`src/rtl/pcs_tx_pkg.sv`:
```
// Shared 4B/5B PCS definitions: code widths, control code groups and the
// transmit state enumeration (also used by the receive PCS).
package pcs_tx_pkg;

    localparam int unsigned NIBBLE_W = 4;
    localparam int unsigned CODE_W   = 5;
    localparam int unsigned PHASE_W  = 3;

    localparam logic [PHASE_W-1:0] PHASE_LAST = PHASE_W'(4);

    typedef logic [CODE_W-1:0] code_t;

    localparam code_t CODE_I = 5'b11111;
    localparam code_t CODE_J = 5'b11000;
    localparam code_t CODE_K = 5'b10001;
    localparam code_t CODE_T = 5'b01101;
    localparam code_t CODE_R = 5'b00111;
    localparam code_t CODE_H = 5'b00100;

    typedef enum logic [1:0] {
        IDLE    = 2'd0,
        START_K = 2'd1,
        DATA    = 2'd2,
        END_R   = 2'd3
    } pcs_state_e;

    // One MII transmit sample as seen on a consume strobe.
    typedef struct packed {
        logic                en;
        logic                er;
        logic [NIBBLE_W-1:0] d;
    } mii_tx_t;

endpackage

```
`src/rtl/encode_4b5b.sv`:
```
// Combinational 4B-to-5B data code mapping.
module encode_4b5b
    import pcs_tx_pkg::*;
(
    input  logic [NIBBLE_W-1:0] nibble_i,
    output code_t               code_o
);

    always_comb begin
        code_o = CODE_I;
        case (nibble_i)
            4'h0: code_o = 5'b11110;
            4'h1: code_o = 5'b01001;
            4'h2: code_o = 5'b10100;
            4'h3: code_o = 5'b10101;
            4'h4: code_o = 5'b01010;
            4'h5: code_o = 5'b01011;
            4'h6: code_o = 5'b01110;
            4'h7: code_o = 5'b01111;
            4'h8: code_o = 5'b10010;
            4'h9: code_o = 5'b10011;
            4'hA: code_o = 5'b10110;
            4'hB: code_o = 5'b10111;
            4'hC: code_o = 5'b11010;
            4'hD: code_o = 5'b11011;
            4'hE: code_o = 5'b11100;
            4'hF: code_o = 5'b11101;
            default: code_o = CODE_I;
        endcase
    end

endmodule

```
`src/rtl/pcs_tx.sv`:
```
// 100BASE-X style transmit PCS: samples MII nibbles once every five clocks,
// frames them with J/K ... T/R and serialises 5-bit code groups MSB first.
module pcs_tx
    import pcs_tx_pkg::*;
(
    input  logic                clk,
    input  logic                rst_n,
    input  logic [NIBBLE_W-1:0] txd,
    input  logic                tx_en,
    input  logic                tx_er,
    output logic                tx_ce,
    output logic                tx_data
);

    logic [PHASE_W-1:0] phase_q, phase_d;
    logic               tx_ce_q, tx_ce_d;
    pcs_state_e         state_q, state_d;
    code_t              sr_q, sr_d;
    logic               tx_data_q, tx_data_d;
    code_t              data_code_c;
    code_t              group_c;
    mii_tx_t            mii_c;

    assign mii_c = '{en: tx_en, er: tx_er, d: txd};

    encode_4b5b u_encode (
        .nibble_i (mii_c.d),
        .code_o   (data_code_c)
    );

    // State register.
    always_ff @(posedge clk) begin
        if (!rst_n) begin
            state_q <= IDLE;
        end else begin
            state_q <= state_d;
        end
    end

    // Next-state logic; transitions happen only on consume strobes.
    always_comb begin
        state_d = state_q;
        if (tx_ce_q) begin
            case (state_q)
                IDLE:    if (mii_c.en) state_d = START_K;
                START_K: state_d = DATA;
                DATA:    if (!mii_c.en) state_d = END_R;
                END_R:   state_d = IDLE;
                default: state_d = IDLE;
            endcase
        end
    end

    // Code group selected for the current sample.
    always_comb begin
        group_c = CODE_I;
        case (state_q)
            IDLE:    group_c = mii_c.en ? CODE_J : CODE_I;
            START_K: group_c = CODE_K;
            DATA: begin
                if (!mii_c.en) begin
                    group_c = CODE_T;
                end else if (mii_c.er) begin
                    group_c = CODE_H;
                end else begin
                    group_c = data_code_c;
                end
            end
            END_R:   group_c = CODE_R;
            default: group_c = CODE_I;
        endcase
    end

    // Phase counter, strobe and serialiser; the strobe is registered so it
    // lines up with phase 4, and ones are shifted in behind each group.
    always_comb begin
        phase_d   = (phase_q == PHASE_LAST) ? '0 : phase_q + PHASE_W'(1);
        tx_ce_d   = (phase_d == PHASE_LAST);
        sr_d      = tx_ce_q ? group_c : {sr_q[CODE_W-2:0], 1'b1};
        tx_data_d = sr_q[CODE_W-1];
    end

    always_ff @(posedge clk) begin
        if (!rst_n) begin
            phase_q   <= '0;
            tx_ce_q   <= 1'b0;
            sr_q      <= CODE_I;
            tx_data_q <= 1'b1;
        end else begin
            phase_q   <= phase_d;
            tx_ce_q   <= tx_ce_d;
            sr_q      <= sr_d;
            tx_data_q <= tx_data_d;
        end
    end

    assign tx_ce   = tx_ce_q;
    assign tx_data = tx_data_q;

endmodule

```
`config.mk`:
```
export PLATFORM = sky130hd
export DESIGN_NAME = pcs_tx
export DESIGN_NICKNAME = d
export VERILOG_FILES = /design/src/rtl/pcs_tx_pkg.sv /design/src/rtl/encode_4b5b.sv /design/src/rtl/pcs_tx.sv
export SDC_FILE = /design/constraint.sdc
export NUM_CORES = 1
export LEC_CHECK = 0
export BUFFER_PORTS_ARGS = -buffer_cell sky130_fd_sc_hd__buf_2
export CAP_MARGIN = 10
export CORE_MARGIN = 4
export CORE_UTILIZATION = 46
export CTS_CLUSTER_SIZE = 16
export DETAILED_ROUTE_END_ITERATION = 8
export GPL_ROUTABILITY_DRIVEN = 0
export PLACE_DENSITY = 0.69
export SYNTH_ARGS = -nofsm -noshare
export SYNTH_HDL_FRONTEND = slang
export SYNTH_HIERARCHICAL = 1
export SYNTH_SLANG_ARGS = --single-unit
```
`constraint.sdc`:
```
create_clock -name clk -period 1.5 [get_ports clk]
set_input_delay 0.225 -clock clk [delete_from_list [all_inputs] [get_ports clk]]
set_output_delay 0.225 -clock clk [all_outputs]
set_load 0.02 [all_outputs]
```
# Word level (Yosys, flattened, before mapping)
# Memory sizes are Yosys's and may differ from the RTL's.
# Cells that the tools add are included.
[totals] n_memories=1 rom_bits=80 in_bits=8 ff_bits=12 out_inout_bits=2 word_cells=27
[memory_table] memory="(no name shown)" words=16 word_bits=5 read_ports=1 rd_ports_with_merged_regs=0 write_ports=0 line_no="encode_4b5b.sv:11" text="case (nibble_i)"
[op_classes] mux=9 n_eq_ne=7 reduce_logical=3 addsub=1
[ops] cell="$pmux W5 S4" count=1
[ops] cell="$mux W5" count=3
[ops] cell="$pmux W2 S4" count=1
[ops] cell="$eq A3 B3 Y1 const B" count=2
[ops] cell="$mux W3" count=2
[ops] cell="$eq A2 B2 Y1 const B" count=2
[ops] cell="$mux W2" count=2
[ops] cell="$ne A2 B2 Y1 const B" count=2
[ops] cell="$add A3 B1 Y3 const B" count=1
[ops] cell="$reduce_and A3 Y1" count=1
[ops] cell="$eq A2 B1 Y1 const B" count=1
[ops] cell="$logic_not A2 Y1" count=1
[ops] cell="$reduce_and A2 Y1" count=1

# Depth between registers and ports, before layout
# Gate-level depths: netlist of the first run.
# An unclocked memory read counts as a cell.
[logic_depth] depth_word=5 ltp_mapped=5

# Modules after synthesis
# The synthesis of the first run kept the hierarchy.
[by_module_without_submodules] mod="pcs_tx" seq_area_each_um2=240.2 n_inst=1 cells_each=67 area_each_um2=604.3
[by_module_without_submodules] mod="encode_4b5b" seq_area_each_um2=0.0 n_inst=1 cells_each=9 area_each_um2=65.1

# Least setup slack after synthesis of the first run
# No wires, ideal clock.
[synth_timing] path_type="flip-flop to flip-flop" startpoint="register state_q[1]" endpoint="register sr_q[0]" path_slack_ps=34 t_arrival_ps=1332 n_path_buf=0 stages_incl_launch_ff=6 synth_period_minus_slack_ps=1466 path_cell_list="dfxtp_1 > inv_1 > ha_1 > or2b_2 > nand3_1 > or4b_1"
[synth_between] elab_chain_cells=2 elab_cells_between_ends=5
[synth_rtl] item="start, declared" line_no="pcs_tx.sv:17" text="pcs_state_e state_q, state_d;"
[synth_rtl] item="start signal, assigned" line_no="pcs_tx.sv:36" text="state_q <= state_d;"
[synth_rtl] item="$eq A2 B2 Y1, or another cell as far along" line_no="pcs_tx.sv:57" text="case (state_q)"
[synth_rtl] item="$pmux W5 S4 (*)" line_no="pcs_tx.sv:57"
[synth_rtl] item="end signal, assigned" line_no="pcs_tx.sv:92" text="sr_q <= sr_d;"
[synth_rtl] item="end, declared" line_no="pcs_tx.sv:18" text="code_t sr_q, sr_d;"
# Mark *: on every way between the ends. The rest lies on a longest branch, timed or not.
# A chain may end at the register's enable or synchronous reset.

# Worst setup path in the final report of the first run
[layout_timing] startpoint="register state_q[0]" endpoint="register sr_q[0]"
# Same word-level chain as after synthesis.

==> reports/summary.txt, run 1 <==
Num Clock Sinks: 12
synthesized area per cell: 8.808 µm²
vias per inst: 5.137
fraction of layout cells with a size suffix above 1: 0.2184
final setup violation count: 0
Worst EP arrival: 1.56 ns
period utilisation layout: 0.9395
Clock Skew: 0.002772 ns
Fin Setup TNS: 0 ns
P&R area growth vs syn: 12.34%
fmax: 709.6 MHz
first-pass detailed-route iteration total: 4
fill cell count: 124
Worst-path clk slew: 0.07 ns
CP required: 1.65 ns
H-tree depth: 1
I/O Buffers: 9
Core Rows: 13
capture point of the worst reg-to-reg path: sr_q[0]
status: finished, final reports clean
CTS Buffer Depth: 2
Initial DRC Count: 17
leakage: 0.0003241 µW
largest net degree at the start of global routing: 12
final std cells w/o fill: 102
GRT overflow: 0
crit path launch: state_q[0]
top cell type's share of synthesized area: 0.3589
vias in the first global route: 465
DIE HEIGHT: 46.15 µm
die extent in x: 46.15 µm
WL/cell: 11.05 µm
critical path peak fanout: 3
RSZ-0062 raised after global routing: no
Post-synth top flop: dfxtp_1
r2r startpoint: state_q[0]
MaxCap Viol Count: 0
flop2flop setup slack: 0.09 ns
Netlist cell types: 29
Hold Startpoint: rst_n
DRT antenna net count: 0
Final Hold Violating Endpoints: 0
Total GRT Usage: 0.1262
Yosys top cell by area: dfxtp_1
residual DRC count: 0
first-pass GRT wire length: 1.945 mm
I/O pins: 10
ANT cells: 0
crit start category: flop
Tmin final: 1.409 ns
WL final: 1.127 mm
Starting Density: 0.5019
via count: 524
net count reported at finish: 101
Clock Latency Late Sink: 0.27 ns
CTS tree: yes
Slew headroom: 0.8038
Max IR drop VDD: 614.8 µV
Root Buffer: clkbuf_4
syn_nets: 89
initial antenna violation count: 0
synthesized instance count: 76
CP endpoint kind: flop
Yosys warnings: 6
Power Dens Cells: 867.4 nW/µm²
setup bufs post-CTS: 0
FF+latch count, synth: 12
critical path class: reg2reg
Hold WC Path Type: in2reg
EDFF count, synth: 0
Synth area leaders: dfxtp_1 36%, ha_1 9.3%, nand2b_1 3.7%
Placed Cells: 98
multi-input gate area in the final layout: 372.9 µm²
TritonCTS Buffers: 3
Hold Worst Slack: 0.2301 ns
Critical path destination: sr_q[0]
Mapped Area: 669.4 µm²
Synth async-reset ratio: 0
post-synthesis sequential area ratio: 0.3589
core area: 1334 µm²
R2R depth: 5
Reg area: 241.5 µm²
Worst-Margin Slew: 0.2902 ns
die area: 2129 µm²
final slew viol count: 0
placed cells by master, fill, tap and decap left out, types with 2 or more instances in the layout:
cell and n:
a211oi_1 2, nor2_1 4, o21bai_1 2, mux2i_1 2
buf_4 2, ha_1 5, nand2_1 6, a21oi_1 3
and4b_1 2, nand2b_1 4, dfxtp_1 11, nor3_1 2
clkbuf_4 3, inv_1 6, o21ai_0 5, nand3_1 3
nor2b_1 2, buf_2 9
cell usage after synthesis, types with 3 or more instances:
cell,instances
a21oi_1,3
buf_4,3
dfxtp_1,12
ha_1,5
inv_1,6
nand2_1,6
nand2b_1,4
nand3_1,3
nor2_1,4
o21ai_0,5
metal layers:
layer,GRT usage,vias to the layer above,wire length (µm)
met4,0.05114,0,12
met1,0.1748,220,591
met3,0.03516,2,77
met5,0,-,0
li1,-,286,-
met2,0.1813,16,445
registers in the layout, indices dropped and copies added (netlist names):
name and count:
tx_ce 1, tx_data 1, sr_q 5, state_q 2, phase_q 3
what timing repair did:
| action | 4_1_cts | 5_1_grt |
|---|---|---|
| endpoints found under the hold margin | 0 | 0 |
| gates resized for setup | 0 | 1 |
| setup endpoints to repair | 0 | 1 |
| hold buffers | 0 | 0 |
kinds of logic (layout without fill, tap and decap cells):
group,count (synthesis),count (layout),synth area share
AO/OA/AOI/OAI,16,16,0.1626
XOR/XNOR,1,1,0.01309
adder cells (fa/ha/maj),5,5,0.09346
buffers and inverters,10,21,0.08411
flip-flops,12,12,0.3589
multiplexers,2,2,0.02991
AND/OR/NAND/NOR,30,30,0.2580
worst min-delay path by stage:
| stage | endpoint | slack [ns] | depth (start not counted) |
|---|---|---|---|
| after CTS | tx_data | 0.23 | 2 |
| after global placement | tx_data | 0.39 | 1 |
| after detailed placement | tx_data | 0.40 | 1 |
| after floorplan | tx_data | 0.39 | 1 |
| final | tx_data | 0.23 | 2 |
| after global routing | tx_data | 0.22 | 2 |
worst max-delay path, cell delays in order (launching register included):
cell	delay [ns]
dfxtp_2	0.33
inv_1	0.06
ha_1	0.20
or2b_2	0.16
nand3_1	0.06
or4b_1	0.46
metrics by stage:
| stage | total power (µW) | area [µm²] | setup WS, ns | utilization |
|---|---|---|---|---|
| finish | 652.3 | 752.0 | 0.09071 | 0.5638 |
| global route | 693.6 | 752.0 | 0.001366 | 0.5638 |
| CTS | 664.2 | 750.7 | 0.05913 | 0.5629 |
| detailed placement | 407.2 | 714.4 | 0.06954 | 0.5356 |
| global placement | 406.8 | 714.4 | 0.09117 | 0.5356 |
| floorplan | 389.6 | 669.4 | 0.03379 | - |
power by group:
part	total, µW	internal [µW]	leakage [µW]	switching (µW)
logic	67.7	31.4	0.000205	36.3
clock network	252	148	0.0000210	105
registers	332	327	0.0000981	5.60
total	652	506	0.000324	147
final cells by class:
class	count	share of cell area
multi-input cells	54	0.4958
flip-flops and latches	12	0.3211
repair buffers	11	0.07987
clock buffers	4	0.04825
inverters	6	0.02995
well taps	15	0.02496
Power figures use the tool's default switching activity.
==> run 2, diff against run 1 <==
- PLACE_DENSITY: 0.69 -> 0.67
- clock period: 1.5 -> 1.3 ns (I/O delays scaled with it)
==> run 2 against run 1 <==
The run now ends with negative setup slack left. Clock skew increased by 0.0010 ns. Register-to-register slack worse by 0.16 ns. Global-route usage is 1.2 points higher. Clock power grew 14%. Combinational power rose by 20%. Critical path type unchanged.
==> reports/summary.txt, run 2 (same netlist as run 1, synthesis figures left out) <==
Clock Latency Late Sink: 0.26 ns (was 0.27 ns)
Largest regs: sr_q (5), phase_q (3), state_q (2) (unchanged)
Slew headroom: 0.7897 (was 0.8038)
fmax: 732.3 MHz (was 709.6 MHz)
status: complete, but fails checks (was finished, final reports clean)
net count reported at finish: 105 (was 101)
CTS tree: yes (unchanged)
DRT antenna net count: 0 (unchanged)
CP endpoint kind: flop (unchanged)
post-layout util: 0.6135 (was 0.5638)
crit start category: flop (unchanged)
critical path class: reg2reg (unchanged)
initial antenna violation count: 0 (unchanged)
fraction of layout cells with a size suffix above 1: 0.3407 (was 0.2184)
GRT overflow: 0 (unchanged)
final setup violation count: 2 (was 0)
fin worst setup slack: -0.06549 ns (was 0.09071 ns)
leakage: 0.0003594 µW (was 0.0003241 µW)
WL/cell: 12.04 µm (was 11.05 µm)
Num Clock Sinks: 12 (unchanged)
core area: 1334 µm² (unchanged)
CP required: 1.44 ns (was 1.65 ns)
setup bufs post-CTS: 0 (unchanged)
Initial DRC Count: 21 (was 17)
Total GRT Usage: 0.1387 (was 0.1262)
die extent in x: 46.15 µm (unchanged)
Hold WC Path Type: in2reg (unchanged)
I/O Buffers: 9 (unchanged)
I/O pins: 10 (unchanged)
residual DRC count: 0 (unchanged)
ANT cells: 0 (unchanged)
first-pass detailed-route iteration total: 4 (unchanged)
Worst-path clk slew: 0.08 ns (was 0.07 ns)
H-tree depth: 1 (unchanged)
failing checks: negative setup slack
max reg flops: 5 (unchanged)
vias in the first global route: 509 (was 465)
CTS Buffer Depth: 2 (unchanged)
largest reg by FF count: sr_q (unchanged)
Starting Density: 0.5019 (unchanged)
largest net degree at the start of global routing: 11 (was 12)
first-pass GRT wire length: 2.070 mm (was 1.945 mm)
Power Dens Cells: 918.3 nW/µm² (was 867.4 nW/µm²)
TritonCTS Buffers: 3 (unchanged)
vias per inst: 5.472 (was 5.137)
Tmin final: 1.365 ns (was 1.409 ns)
Root Buffer: clkbuf_4 (unchanged)
Final Hold Violating Endpoints: 0 (unchanged)
via count: 580 (was 524)
MaxCap Viol Count: 0 (unchanged)
commonest cells after routing, fill and taps aside: 9 x buf_2, 9 x dfxtp_1, 6 x nand2_1 (was 11 x dfxtp_1, 9 x buf_2, 6 x inv_1, 6 x nand2_1)
Placed Cells: 102 (was 98)
Core Rows: 13 (unchanged)
RSZ-0062 raised after global routing: yes (was no)
die area: 2129 µm² (unchanged)
Max IR drop VDD: 462.5 µV (was 614.8 µV)
DIE HEIGHT: 46.15 µm (unchanged)
WL final: 1.276 mm (was 1.127 mm)
P&R area growth vs syn: 22.24% (was 12.34%)
critical path peak fanout: 4 (was 3)
Worst EP arrival: 1.51 ns (was 1.56 ns)
period utilisation layout: 1.050 (was 0.9395)
final slew viol count: 0 (unchanged)
Clock Skew: 0.003799 ns (was 0.002772 ns)
hpwl dp: 944.6 µm
Worst-Margin Slew: 0.3111 ns (was 0.2902 ns)
final std cells w/o fill: 106 (was 102)
## run 2: cell count changes in the layout (fill, tap and decap cells not counted), moves of 2 or more
cell | before | now
dfxtp_1 | 11 | 9
ha_1 | 5 | 3
buf_4 | 2 | 5
inv_1 | 6 | 4
inv_2 | 0 | 2
## run 2: report_power, final
| group | switching [µW] | leakage [µW] | internal [µW] |
|---|---|---|---|
| Sequential | 6.81 | 0.0000994 | 375 |
| Combinational | 43.2 | 0.000239 | 37.8 |
| Clock | 119 | 0.0000210 | 170 |
## run 2: repair_timing
action / in CTS / in global routing
pin swaps: 0 / 2
hold buffers: 0 / 0
gates resized for setup: 4 / 7
setup endpoints to repair: 5 / 8
gates cloned: 0 / 0
endpoints found under the hold margin: 0 / 0
## run 2: final timing paths
kind | startpoint | endpoint | slack (ns) | cells past startpoint
worst max-delay path | state_q[1] | sr_q[0] | -0.07 | 5
worst min register to register | sr_q[4] | tx_data | 0.42 | 1
worst max register to register | state_q[1] | sr_q[0] | -0.07 | 5
worst min-delay path | rst_n | tx_data | 0.20 | 2
## run 2: metal layers
metal  global-route usage  share of wire  vias up
met5                    0              0        -
met4              0.08523          0.013        0
met3              0.02344          0.057        2
met2               0.2088           0.45       20
met1               0.1810           0.48      264
li1                     -              -      294
## run 2: final cells by class
cell class	instances	area [µm²]
repair buffers	15	93.84
well taps	15	18.77
fillers	119	515.5
inverters	6	22.52
clock buffers	4	36.28
flip-flops and latches	12	246.5
multi-input cells	54	400.4
## run 2: worst max-delay path: stages, from the launching register on
cell     delay (ns)
dfxtp_4        0.37
inv_2          0.04
ha_4           0.15
or2b_2         0.16
nand3_1        0.06
or4b_1         0.46
## run 2: stage by stage
stage / instance area, µm² / TNS, ns / setup slack, ns / power (µW) / hold slack [ns]
finish: 818.3 / -0.1089 / -0.06549 / 751.4 / 0.2031
global route: 818.3 / -0.2907 / -0.1329 / 792.0 / 0.2000
CTS: 795.8 / -0.2139 / -0.09370 / 757.0 / 0.1951
detailed placement: 750.7 / -0.2875 / -0.1360 / 469.1 / 0.4072
global placement: 750.7 / -0.1765 / -0.05825 / 467.7 / 0.4058
floorplan: 675.6 / -0.07073 / -0.07073 / 447.5 / 0.3863
==> run 3, diff against run 2 <==
- CAP_MARGIN: 10 -> 20
- REMOVE_ABC_BUFFERS: default -> 1
==> run 3 against run 2 <==
The run still ends with negative setup slack left. Worst hold slack gained 0.026 ns. Non-clock buffer count is 2 higher. Via count grew 2.2%. Clock power is 3% higher. Clock skew down 0.00053 ns. Sequential cell count stayed put. Total power rose by 2.0%. Critical path depth unchanged. Utilization is 1.7 points higher. Setup slack worse by 0.0080 ns.
==> reports/summary.txt, run 3 (same netlist as run 1, synthesis figures left out) <==
status: complete, but fails checks (unchanged)
failing checks: negative setup slack (unchanged)
Worst-Margin Slew: 0.3212 ns (was 0.3111 ns)
fmax: 728.1 MHz (was 732.3 MHz)
MaxCap Viol Count: 0 (unchanged)
WL/cell: 12.60 µm (was 12.04 µm)
DIE HEIGHT: 46.15 µm (unchanged)
part of the power in the clock network: 0.389 (was 0.384)
Tmin final: 1.373 ns (was 1.365 ns)
CTS Buffer Depth: 2 (unchanged)
internal power: 587.4 µW (was 582.8 µW)
fraction of layout cells with a size suffix above 1: 0.3656 (was 0.3407)
GRT met2 Usage: 0.2610 (was 0.2088)
largest net degree at the start of global routing: 10 (was 11)
flop2flop setup slack: -0.07 ns (about the same)
critical path class: reg2reg (unchanged)
initial antenna violation count: 0 (unchanged)
Largest regs: sr_q (5), phase_q (3), state_q (2) (unchanged)
P&R area growth vs syn: 25.61% (was 22.24%)
first-pass GRT wire length: 2.442 mm (was 2.070 mm)
vias in the first global route: 580 (was 509)
TritonCTS Buffers: 3 (unchanged)
net count reported at finish: 107 (was 105)
Initial DRC Count: 21 (unchanged)
Core Rows: 13 (unchanged)
crit start category: flop (unchanged)
largest reg by FF count: sr_q (unchanged)
Final Hold Violating Endpoints: 0 (unchanged)
period utilisation layout: 1.056 (was 1.050)
Worst-path clk slew: 0.08 ns (about the same)
Total GRT Usage: 0.1587 (was 0.1387)
Slew headroom: 0.7856 (was 0.7897)
I/O Buffers: 9 (unchanged)
residual DRC count: 0 (unchanged)
switch share: 0.2339 (was 0.2244)
Clock Latency Late Sink: 0.27 ns (was 0.26 ns)
first-pass detailed-route iteration total: 4 (unchanged)
fin worst setup slack: -0.07344 ns (was -0.06549 ns)
commonest cells after routing, fill and taps aside: 10 x dfxtp_1, 9 x buf_2, 7 x buf_4 (was 9 x buf_2, 9 x dfxtp_1, 6 x nand2_1)
CP endpoint kind: flop (unchanged)
Power, Total: 766.8 µW (was 751.4 µW)
RSZ-0062 raised after global routing: yes (unchanged)
I/O pins: 10 (unchanged)
die extent in x: 46.15 µm (unchanged)
most common cell after layout, fill and taps aside: dfxtp_1
CTS tree: yes (unchanged)
H-tree depth: 1 (unchanged)
Clock Skew: 0.003273 ns (was 0.003799 ns)
via count: 593 (was 580)
WHS Endpoint: sr_q[0] (was tx_data)
met1 Track Usage GR: 0.1935 (was 0.1810)
final slew viol count: 0 (unchanged)
Hold Startpoint: rst_n (unchanged)
hold depth: 3 (was 2)
ANT cells: 0 (unchanged)
max reg flops: 5 (unchanged)
critical path peak fanout: 4 (unchanged)
final std cells w/o fill: 108 (was 106)
capture point of the worst reg-to-reg path: sr_q[0] (unchanged)
combinational share of power: 0.110 (was 0.108)
die area: 2129 µm² (unchanged)
final setup violation count: 2 (unchanged)
Max IR drop VDD: 515.0 µV (was 462.5 µV)
Num Clock Sinks: 12 (unchanged)
DRT antenna net count: 0 (unchanged)
met3 global-route usage: 0.02734 (was 0.02344)
Worst EP arrival: 1.53 ns (was 1.51 ns)
GRT overflow: 0 (unchanged)
hpwl dp: 998 µm (was 944.6 µm)
Sequential Power Share: 0.500 (was 0.508)
CP required: 1.45 ns (was 1.44 ns)
Root Buffer: clkbuf_4 (unchanged)
Placed Cells: 104 (was 102)
R2R depth: 5 (unchanged)
GR peak layer: met2 (unchanged)
vias per inst: 5.491 (was 5.472)
WL final: 1.361 mm (was 1.276 mm)
leakage: 0.0003731 µW (was 0.0003594 µW)
r2r startpoint: state_q[1] (unchanged)
Hold WC Path Type: in2reg (unchanged)
Power Dens Cells: 912.0 nW/µm² (was 918.3 nW/µm²)
core area: 1334 µm² (unchanged)
Psw: 179.4 µW (was 168.6 µW)
fill cell count: 117 (was 119)
Starting Density: 0.5019 (unchanged)
cts-stage hold buffer count: 0 (unchanged)
[run 3: cell types whose count changed in the layout (fill, tap and decap cells not counted)]
cell     change
o21ai_0      +1
nor4b_2      +1
dfxtp_1      +1
buf_4        +2
o21ai_1      -1
nor3_2       +1
dfxtp_4      -1
nor3_1       -1
nor4b_1      -1
[run 3: final cells by class]
cell class	instances	area (µm²)	area share
Clock buffer	4	36.28	0.04315
Inverter	6	22.52	0.02679
Multi-Input combinational cell	54	411.6	0.4896
Sequential cell	12	242.7	0.2887
Tap cell	15	18.77	0.02232
Timing Repair Buffer	17	108.9	0.1295
[run 3: metrics by stage]
| step | utilization | instance area, µm² | setup WS, ns | TNS [ns] | hold slack, ns |
|---|---|---|---|---|---|
| 2_1_floorplan | - | 635.6 | -0.1803 | -0.1803 | 0.2680 |
| 3_3_place_gp | 0.5694 | 759.5 | -0.08902 | -0.1283 | 0.3894 |
| 3_5_place_dp | 0.5694 | 759.5 | -0.1341 | -0.2615 | 0.3964 |
| 4_1_cts | 0.6107 | 814.5 | -0.08324 | -0.1225 | 0.2296 |
| 5_1_grt | 0.6304 | 840.8 | -0.1447 | -0.3291 | 0.2470 |
| 6_report | 0.6304 | 840.8 | -0.07344 | -0.1162 | 0.2293 |
[run 3: timing repair]
action,CTS,global route
setup buffers,0,0
pin swaps,0,1
endpoints found under the hold margin,0,0
resized for setup,7,6
endpoints found under the setup margin,7,7
[run 3: routing by layer]
layer	up-vias	share of wire	routed length (µm)
li1	297	-	-
met1	274	0.43	592
met2	16	0.49	667
met3	6	0.042	57
met4	0	0.032	43
met5	-	0	0
[run 3: worst max-delay path by stage]
stage	start	end	slack (ns)
after global placement	state_q[0]	sr_q[0]	-0.09
final	state_q[1]	sr_q[0]	-0.07
after detailed placement	state_q[1]	sr_q[0]	-0.13
after floorplan	state_q[1]	sr_q[0]	-0.18
after CTS	state_q[1]	sr_q[0]	-0.08
after global routing	state_q[1]	sr_q[0]	-0.14
[run 3: power groups by stage]
| stage | combinational (µW) | clock (µW) | sequential, µW |
|---|---|---|---|
| after floorplan | 45.4 | 0 | 392 |
| after global placement | 79.9 | 0 | 392 |
| after detailed placement | 83.0 | 0 | 392 |
| after CTS | 85.1 | 300 | 384 |
| after global routing | 100 | 321 | 385 |
| final | 84.6 | 298 | 384 |
[run 3: critical path, cell delays in order, from the launching register on]
cell and delay (ns):
dfxtp_2 0.36, inv_2 0.05, ha_4 0.15, or2b_2 0.16
nand3_1 0.07, or4b_1 0.47
